===== src/rtl/weight_sram_reader.sv =====
// Read-side master for the weight SRAM: streams LEN consecutive words from BASE onto a
// valid/ready stream, absorbing the SRAM's 1-cycle read latency with a small skid FIFO.
module weight_sram_reader #(
  parameter int ADDR_W     = 16,
  parameter int DEPTH      = 4096,
  parameter int LEN_W      = 13,
  parameter int FIFO_DEPTH = 2
) (
  input  logic              clk,
  input  logic              rst_n,
  input  logic              start,
  input  logic [ADDR_W-1:0] base_addr,
  input  logic [LEN_W-1:0]  len,
  output logic              busy,
  output logic              done,
  output logic [3:0]        sram_wea,
  output logic [ADDR_W-1:0] sram_addr,
  input  logic [31:0]       sram_rdata,
  output logic              out_valid,
  output logic [31:0]       out_data,
  input  logic              out_ready
);

  localparam int IDX_W = $clog2(DEPTH);
  localparam int PTR_W = (FIFO_DEPTH > 1) ? $clog2(FIFO_DEPTH) : 1;
  localparam int OCC_W = $clog2(FIFO_DEPTH + 1);

  typedef enum logic [1:0] {
    IDLE  = 2'd0,
    RUN   = 2'd1,
    DRAIN = 2'd2,
    DONE  = 2'd3
  } state_t;

  state_t             state_q, state_d;
  logic [IDX_W-1:0]   base_q;
  logic [LEN_W-1:0]   len_q;
  logic [LEN_W-1:0]   issue_cnt_q;
  logic [LEN_W-1:0]   recv_cnt_q;
  logic [LEN_W-1:0]   recv_next;
  logic               inflight_q;
  logic [IDX_W-1:0]   addr_q;
  logic [IDX_W-1:0]   issue_addr;
  logic               issue;
  logic               push;
  logic               pop;
  logic [OCC_W:0]     room_sum;

  logic [31:0]        fifo_mem [FIFO_DEPTH];
  logic [PTR_W-1:0]   wr_ptr_q, rd_ptr_q;
  logic [OCC_W-1:0]   occ_q, occ_next;

  // Only the low IDX_W address bits select a word; the rest are intentionally ignored.
  logic unused_base_hi;
  assign unused_base_hi = ^base_addr[ADDR_W-1:IDX_W];

  function automatic logic [PTR_W-1:0] ptr_inc(input logic [PTR_W-1:0] p);
    return (p == PTR_W'(FIFO_DEPTH - 1)) ? '0 : p + PTR_W'(1);
  endfunction

  // ---------------------------------------------------------------------------
  // Datapath control: issue decision, FIFO push/pop, address generation
  // ---------------------------------------------------------------------------
  assign push       = inflight_q;
  assign pop        = (occ_q != '0) && out_ready;
  assign occ_next   = occ_q + OCC_W'(push) - OCC_W'(pop);
  assign recv_next  = recv_cnt_q + LEN_W'(pop);
  assign issue_addr = base_q + issue_cnt_q[IDX_W-1:0];

  // A read issued now lands in the FIFO two edges later, so count the one still
  // in flight and credit the slot freed by a pop happening this cycle.
  assign room_sum = {1'b0, occ_q} + (OCC_W+1)'(inflight_q) - (OCC_W+1)'(pop);
  assign issue    = (state_q == RUN) && (issue_cnt_q != len_q) &&
                    (room_sum < (OCC_W+1)'(FIFO_DEPTH));

  assign sram_addr = {{(ADDR_W-IDX_W){1'b0}}, (issue ? issue_addr : addr_q)};
  assign sram_wea  = 4'b0000;

  assign out_valid = (occ_q != '0);
  assign out_data  = fifo_mem[rd_ptr_q];
  assign busy      = (state_q == RUN) || (state_q == DRAIN);
  assign done      = (state_q == DONE);

  // ---------------------------------------------------------------------------
  // FSM
  // ---------------------------------------------------------------------------
  // NOTE: every signal written in always_comb gets a default first, so no path
  // through the case statement can infer a latch.
  always_comb begin
    state_d = state_q;
    case (state_q)
      IDLE: begin
        if (start) state_d = (len == '0) ? DONE : RUN;
      end
      RUN: begin
        if (issue_cnt_q == len_q) state_d = DRAIN;
      end
      DRAIN: begin
        // Finish on the edge of the last handshake so done follows it directly.
        if ((recv_next == len_q) && (occ_next == '0) && !inflight_q) state_d = DONE;
      end
      DONE: begin
        state_d = IDLE;
      end
      default: state_d = IDLE;
    endcase
  end

  // NOTE: sequential state uses non-blocking assignments only, so every register
  // samples the pre-edge values regardless of statement order.
  always_ff @(posedge clk or negedge rst_n) begin
    if (!rst_n) begin
      state_q     <= IDLE;
      base_q      <= '0;
      len_q       <= '0;
      issue_cnt_q <= '0;
      recv_cnt_q  <= '0;
      inflight_q  <= 1'b0;
      addr_q      <= '0;
    end else begin
      state_q    <= state_d;
      inflight_q <= issue;
      if (issue) addr_q <= issue_addr;

      if ((state_q == IDLE) && start) begin
        base_q      <= base_addr[IDX_W-1:0];
        len_q       <= len;
        issue_cnt_q <= '0;
        recv_cnt_q  <= '0;
      end else begin
        if (issue) issue_cnt_q <= issue_cnt_q + LEN_W'(1);
        if (pop)   recv_cnt_q  <= recv_next;
      end
    end
  end

  // ---------------------------------------------------------------------------
  // Skid FIFO
  // ---------------------------------------------------------------------------
  // NOTE: the storage is only a couple of words and drives out_data directly, so
  // it is reset along with the pointers to give a defined zero output after reset.
  always_ff @(posedge clk or negedge rst_n) begin
    if (!rst_n) begin
      for (int i = 0; i < FIFO_DEPTH; i++) fifo_mem[i] <= '0;
      wr_ptr_q <= '0;
      rd_ptr_q <= '0;
      occ_q    <= '0;
    end else begin
      if (push) begin
        fifo_mem[wr_ptr_q] <= sram_rdata;
        wr_ptr_q           <= ptr_inc(wr_ptr_q);
      end
      if (pop) rd_ptr_q <= ptr_inc(rd_ptr_q);
      occ_q <= occ_next;
    end
  end

endmodule


===== config.mk =====
export PLATFORM = sky130hd
export DESIGN_NAME = weight_sram_reader
export DESIGN_NICKNAME = d
export VERILOG_FILES = /design/src/rtl/weight_sram_reader.sv
export SDC_FILE = /design/constraint.sdc
export NUM_CORES = 1
export LEC_CHECK = 0
export ABC_AREA = 1
export CAP_MARGIN = 20
export CORE_UTILIZATION = 39
export DETAILED_ROUTE_END_ITERATION = 8
export GPL_ROUTABILITY_DRIVEN = 0
export SLEW_MARGIN = 25
export SYNTH_ARGS = -nofsm -noshare
export SYNTH_HDL_FRONTEND = slang
export SYNTH_SLANG_ARGS = --single-unit

===== constraint.sdc =====
create_clock -name clk -period 3.3 [get_ports clk]
set_input_delay 0.33 -clock clk [delete_from_list [all_inputs] [get_ports clk]]
set_output_delay 0.33 -clock clk [all_outputs]
set_load 0.005 [all_outputs]

==> results.json, run 1 <==
{
  "cpPeakStageDelay_ps": 540,
  "numCtsBuffers": 17,
  "p_comb_frac": 0.467,
  "multiInputGateArea_um2": 3320,
  "root_buffer": "clkbuf_16",
  "synthTopCellsByCount": "nand2_1 (358), dfrtp_1 (134), o21ai_0 (92), inv_1 (88), nand3_1 (39)",
  "ios": 120,
  "swShare": 0.371,
  "p_leak_uw": 0.00468,
  "critPathTopFamily": "adder cells",
  "grt_usage": 0.196,
  "drt-vias-per-instance": 4.76,
  "crit_start": "occ_q[1]$_DFF_PN0_",
  "drc": 0,
  "reg2reg_depth": 20,
  "crit_arrival_ps": 3060,
  "crit_fanout": 8,
  "yosysWarnings": 0,
  "path_cells": "or2_4 -> nand2_4 -> inv_4 -> ha_4 -> inv_4 -> ha_4 -> inv_2 -> fa_1 -> o21ai_2 -> a21oi_2 -> nand3_2 -> buf_12 -> buf_6 -> o21ai_4 -> buf_2",
  "drv_slew": 0,
  "clkPwrFrac": 0.221,
  "hold_class": "in -> async",
  "yosysTopAreaCellShare": 0.477,
  "vias": 6108,
  "dr.pass1.iters": 7,
  "synthArstFlopShare": 1.00,
  "synth-seq-cells": 134,
  "timing.slew.headroom": 0.582,
  "dp.cells": 1224,
  "power_density_nw_per_um2": 981,
  "setup_ws_ps": -87.2,
  "synth.area.top_cells": "dfrtp_1 (48%), nand2_1 (19%), o21ai_0 (6.6%)",
  "grt_overflow": 0,
  "violations": "negative setup slack",
  "dp_hpwl_um": 11500,
  "met1_length_um": 8050,
  "final_layout_size_suffix_gt1_frac": 0.126,
  "finalHoldViolations": 0,
  "rrSetupSlack_ps": 120,
  "drv_cap": 0,
  "clock_latency_ps": 420,
  "power.switching_uw": 3420,
  "finalHoldWorstSlack_ps": 349,
  "cp.depth": 15,
  "rows": 48,
  "ys_seq_area_frac": 0.477,
  "regArea_um2": 3350,
  "final_nets": 1133,
  "reg2reg_from": "occ_q[1]$_DFF_PN0_",
  "start_util": 0.403,
  "post_drt_wl_per_cell_um": 13.3,
  "first_global_vias": 5802,
  "grt_max_degree": 102,
  "rr_endpoint": "addr_q[0]$_DFF_PN0_",
  "grt_pass1_wl_um": 28400,
  "io_buffers": 107,
  "synth_most_common_cell": "nand2_1",
  "start_kind": "flip-flop",
  "synth_area_per_cell_um2": 7.72,
  "p_int_uw": 5800,
  "clk_pin_slew_ps": 60,
  "die_w_um": 136,
  "power_frac_seq": 0.312,
  "clockBufferDepth": 2,
  "pre_cts_ws_ps": -407,
  "area_growth_pct": 33.8,
  "cts_tree": "done",
  "crit_buf_inv": 6,
  "syn_inst": 910,
  "dieArea_um2": 18500,
  "fill_cells": 1648,
  "final-setup-viol-count": 12,
  "rsz0062_at_grt": "yes",
  "synth_area_leader_cell": "dfrtp_1",
  "antennaDiodeCount": 0,
  "antenna_found_initial": 0,
  "fin_crit_ps": 3390,
  "max_freq_ghz": 0.295,
  "critPathRequiredTime_ps": 2970,
  "synth_cell_types": 34,
  "htreeDepth": 4,
  "worst_pin_slew_ps": 627,
  "skew_ps": 11.6,
  "wl_met3_um": 819,
  "synth-main-ff-cell": "dfrtp_1",
  "status": "complete, but fails checks",
  "die_h_um": 136,
  "critPathCapture": "sram_addr[11]",
  "period_share": 1.03,
  "routed.top_layer": "met4",
  "core_area_um2": 17400,
  "ant_nets": 0,
  "clock-sinks": 134,
  "wl_met2_um": 7920,
  "finalWirelength_um": 17100,
  "synth_area_um2": 7020,
  "final_util": 0.539,
  "end_kind": "primary output",
  "slowest_stage": "fa_1",
  "irDropWorstVdd_mv": 0.491,
  "synth-edff-count": 0,
  "fin_cells": 1283,
  "drt_iter0_markers": 381,
  "crit_type": "reg -> out"
}
[how the worst min path moves through the flow]
stage | startpoint | end | slack, ps | depth (start not counted)
after detailed placement | addr_q[10]$_DFF_PN0_ | addr_q[10]$_DFF_PN0_ | 460 | 2
after global placement | fifo_mem[59]$_DFFE_PN0P_ | fifo_mem[59]$_DFFE_PN0P_ | 470 | 2
after global routing | rst_n | fifo_mem[47]$_DFFE_PN0P_ | 380 | 2
after floorplan | rst_n | addr_q[0]$_DFF_PN0_ | 30 | 0
final | rst_n | fifo_mem[47]$_DFFE_PN0P_ | 350 | 2
after CTS | rst_n | fifo_mem[47]$_DFFE_PN0P_ | 80 | 1
[registers in the layout, summed over array words and instances, names as in the netlist]
register	count
fifo_mem	64
inflight_q	1
recv_cnt_q	13
base_q	12
rd_ptr_q	1
state_q	2
addr_q	12
len_q	13
issue_cnt_q	13
wr_ptr_q	1
occ_q	2
[layout make-up]
cell class                      instances  area share
Clock buffer                           20      0.0486
Inverter                               92      0.0381
Timing Repair Buffer                  151       0.154
Tap cell                              225      0.0300
Multi-Input combinational cell        649       0.353
Sequential cell                       134       0.357
Clock inverter                         12      0.0185
[power by group through the flow]
| stage | clock, µW | sequential (µW) | combinational (µW) |
|---|---|---|---|
| 3_3_place_gp | 0 | 2860 | 3760 |
| 6_report | 2040 | 2870 | 4310 |
| 5_1_grt | 2150 | 2970 | 4890 |
| 4_1_cts | 2070 | 2860 | 4120 |
| 3_5_place_dp | 0 | 2870 | 3810 |
| 2_1_floorplan | 0 | 2730 | 2220 |
[per-stage QoR]
step / power [µW] / cell area, µm² / TNS [ps]
after floorplan: 4960 / 7050 / 0
after global placement: 6620 / 8360 / -3580
after detailed placement: 6680 / 8360 / -3940
after CTS: 9050 / 9190 / -1270
after global routing: 10000 / 9400 / -2440
final: 9220 / 9400 / -812
[cell families after synthesis]
family                   after synthesis  share of synthesized area
AND/OR/NAND/NOR                      462                      0.269
flip-flops                           134                      0.477
other                                  1                   0.000534
AO/OA/AOI/OAI                        127                     0.0935
XOR/XNOR                              29                     0.0381
buffers and inverters                134                     0.0779
adder cells (fa/ha/maj)               23                     0.0431
[routing by layer]
layer	global-route usage	up-vias
met4	0.0710	0
met3	0.0377	23
li1	-	3136
met1	0.264	2801
met5	0	-
met2	0.313	148
[cell usage in the layout, fill, tap and decap left out, types with 3 or more instances in the layout]
master and instances:
ha_1 19, xor2_1 21, nor3_1 6, buf_6 6, nand4_1 9, nand2_2 9
clkinv_2 4, buf_4 34, o21ai_2 9, nor4_1 4, o21ai_0 83, nand3b_1 5
nor2_1 30, inv_2 3, bufinv_16 4, clkbuf_16 17, nand3_1 39, a21oi_1 9
clkdlybuf4s50_1 94, nand2_1 341, dfrtp_1 134, nor2_4 3, o22ai_1 11, nand2_4 10
buf_2 11, conb_1 8, buf_16 3, o21ai_1 10, xnor2_1 7, inv_1 85
[what timing repair did]
item	in CTS	in global routing
gates cloned	2	0
pin swaps	6	6
gates resized for setup	87	26
endpoints found under the hold margin	0	27
setup buffers	14	10
hold buffers	0	1
setup endpoints to repair	12	13
Power figures use the tool's default switching activity.
==> inputs of run 2 (changes only) <==
--- a/config.mk
+++ b/config.mk
@@ -5,7 +5,6 @@
 export SDC_FILE = /design/constraint.sdc
 export NUM_CORES = 1
 export LEC_CHECK = 0
-export ABC_AREA = 1
 export CAP_MARGIN = 20
 export CORE_UTILIZATION = 39
 export DETAILED_ROUTE_END_ITERATION = 8
==> results.json, run 2 <==
{
  "synth_adder_area_share": 0.0442,
  "clock_latency_ps": 420,
  "timing.slew.headroom": 0.404,
  "rows": 48,
  "hold_class": "in -> reg",
  "cp.depth": 13,
  "critPathTopFamily": "adder cells",
  "synth_compound_area_frac": 0.0407,
  "final_nets": 835,
  "dp_hpwl_um": 10400,
  "clockBufferDepth": 2,
  "cpPeakStageDelay_ps": 560,
  "finalWirelength_um": 15600,
  "first_global_vias": 5189,
  "vias": 4993,
  "hold_path.startpoint": "base_addr[0]",
  "skew_ps": 8.45,
  "dr.pass1.iters": 4,
  "start_util": 0.398,
  "final_cell_mix": "dfrtp_1 (134), mux2_2 (96), clkdlybuf4s50_1 (94), nand2_1 (91), xor2_1 (35)",
  "post_drt_wl_per_cell_um": 15.9,
  "worst_pin_slew_ps": 891,
  "tns_ps": -973,
  "htreeDepth": 4,
  "synth_most_common_cell": "dfrtp_1",
  "fin_crit_ps": 3420,
  "area_growth_pct": 32.9,
  "critPathCapture": "sram_addr[10]",
  "reg2reg_from": "occ_q[1]$_DFF_PN0_",
  "synth-main-ff-cell": "dfrtp_1",
  "synth.area.top_cells": "dfrtp_1 (49%), mux2_2 (17%), nand2_1 (5.0%)",
  "critPathRequiredTime_ps": 2970,
  "grt_usage": 0.185,
  "synth_xor_xnor_area_share": 0.0792,
  "synthTopCellsByCount": "dfrtp_1 (134), mux2_2 (105), nand2_1 (92), xor2_1 (35), nor2_1 (33)",
  "crit_start": "occ_q[1]$_DFF_PN0_",
  "grt_pass1_wl_um": 25800,
  "max_freq_ghz": 0.293,
  "period_share": 1.04,
  "synth-seq-cells": 134,
  "rrSetupSlack_ps": 210,
  "p_leak_uw": 0.00434,
  "grt_max_degree": 55,
  "drv_slew": 0,
  "violations": "negative setup slack",
  "dieArea_um2": 18100,
  "synthArstFlopShare": 1.00,
  "yosysTopAreaCellShare": 0.489,
  "grt_overflow": 0,
  "reg2reg_depth": 17,
  "setup_ws_ps": -118,
  "yosysWarnings": 0,
  "crit_type": "reg -> out",
  "die_h_um": 135,
  "crit_arrival_ps": 3090,
  "ios": 120,
  "drv_cap": 0,
  "antennaDiodeCount": 0,
  "cts_tree": "done",
  "crit_buf_inv": 6,
  "path_cells": "or2_4 -> nand2_4 -> inv_4 -> ha_4 -> inv_4 -> ha_4 -> inv_2 -> fa_2 -> o2111a_2 -> buf_12 -> buf_8 -> mux2_4 -> buf_6",
  "final-setup-viol-count": 12,
  "syn_inst": 615,
  "status": "complete, but fails checks",
  "drt-vias-per-instance": 5.07,
  "synth_top_family_by_area": "multiplexers",
  "synth_area_per_cell_um2": 11.1,
  "slowest_stage": "fa_2",
  "synthMuxAreaShare": 0.180,
  "drc": 0,
  "final_layout_size_suffix_gt1_frac": 0.274,
  "die_w_um": 135,
  "regMostFlops": "fifo_mem",
  "root_buffer": "clkbuf_16",
  "ys_seq_area_frac": 0.489,
  "irDropWorstVdd_mv": 0.373,
  "pre_cts_ws_ps": -212,
  "power_density_nw_per_um2": 526,
  "synth_area_um2": 6860,
  "finalHoldViolations": 0,
  "io_buffers": 107,
  "crit_fanout": 5,
  "synth_cell_types": 53,
  "clk_pin_slew_ps": 60,
  "start_kind": "flip-flop",
  "synth-edff-count": 0,
  "largest_register_ffs": 64,
  "end_kind": "primary output",
  "core_area_um2": 17200,
  "clock-sinks": 134,
  "rsz0062_at_grt": "yes",
  "layout_commonest_cell": "dfrtp_1",
  "synth_area_leader_cell": "dfrtp_1",
  "antenna_found_initial": 0,
  "finalPower_uw": 4800,
  "drt_iter0_markers": 250,
  "ant_nets": 0,
  "rr_endpoint": "issue_cnt_q[10]$_DFFE_PN0P_",
  "numCtsBuffers": 17,
  "synthSimpleGateAreaFrac": 0.130
}
-- run 2: cell types whose count changed after synthesis, sizes merged, moves of 14 or more --
cell / previous run / this run
inv: 91 / 15
o21ai: 103 / 8
xor2: 21 / 35
nand3: 41 / 7
xnor2: 7 / 27
nand2: 360 / 92
mux2: 0 / 106
-- run 2: layout make-up --
class | count | area (µm²)
clock buffers | 19 | 453
multi-input cells | 436 | 3390
fillers | 1476 | 8130
clock inverters | 12 | 129
inverters | 15 | 61.3
flip-flops and latches | 134 | 3350
repair buffers | 143 | 1440
well taps | 225 | 282
-- run 2: cell families (layout without fill, tap and decap cells) --
| logic type | Yosys count | after routing |
|---|---|---|
| XOR/XNOR | 62 | 62 |
| AO/OA/AOI/OAI | 42 | 42 |
| flip-flops | 134 | 134 |
| multiplexers | 110 | 110 |
| adder cells (fa/ha/maj) | 23 | 23 |
| AND/OR/NAND/NOR | 191 | 191 |
| buffers and inverters | 52 | 189 |
| other | 1 | 8 |
-- run 2: through the flow --
stage / hold WS (ps) / utilization / cells / cell area [µm²]
2_1_floorplan: 34.4 / - / 622 / 6880
3_3_place_gp: 389 / 0.476 / 934 / 8200
3_5_place_dp: 400 / 0.476 / 934 / 8200
4_1_cts: 416 / 0.524 / 981 / 9030
5_1_grt: 423 / 0.529 / 984 / 9110
6_report: 433 / 0.529 / 984 / 9110
-- run 2: routing by layer --
metal / global-route usage / part of all wire
met5: 0 / 0
met4: 0.0849 / 0.022
met3: 0.0409 / 0.048
met2: 0.292 / 0.46
met1: 0.244 / 0.47
-- run 2: power breakdown --
group          switching [µW]  total (µW)  internal, µW
Sequential               82.8        1800          1720
Clock                     720        1860          1140
Combinational             459        1130           669
Total                    1260        4800          3530
-- run 2: how the worst min path moves through the flow --
stage | end | slack, ps | cells after the start
final | base_q[0]$_DFFE_PN0P_ | 430 | 3
after global routing | base_q[0]$_DFFE_PN0P_ | 420 | 3
after global placement | fifo_mem[11]$_DFFE_PN0P_ | 390 | 1
after CTS | base_q[0]$_DFFE_PN0P_ | 420 | 3
after floorplan | addr_q[0]$_DFF_PN0_ | 30 | 0
after detailed placement | fifo_mem[11]$_DFFE_PN0P_ | 400 | 1
-- run 2: repair_timing --
| action | in CTS | in global routing |
|---|---|---|
| hold buffers | 1 | 0 |
| setup endpoints to repair | 12 | 12 |
| hold endpoints to repair | 48 | 0 |
| pin swaps | 5 | 6 |
| setup buffers | 14 | 2 |
| gates resized for setup | 90 | 9 |
| cloned | 1 | 0 |
-- run 2: tightest hold or removal path: stages --
cell and delay, ps:
clkdlybuf4s50_1 400, nand2_1 50, nand2_1 40
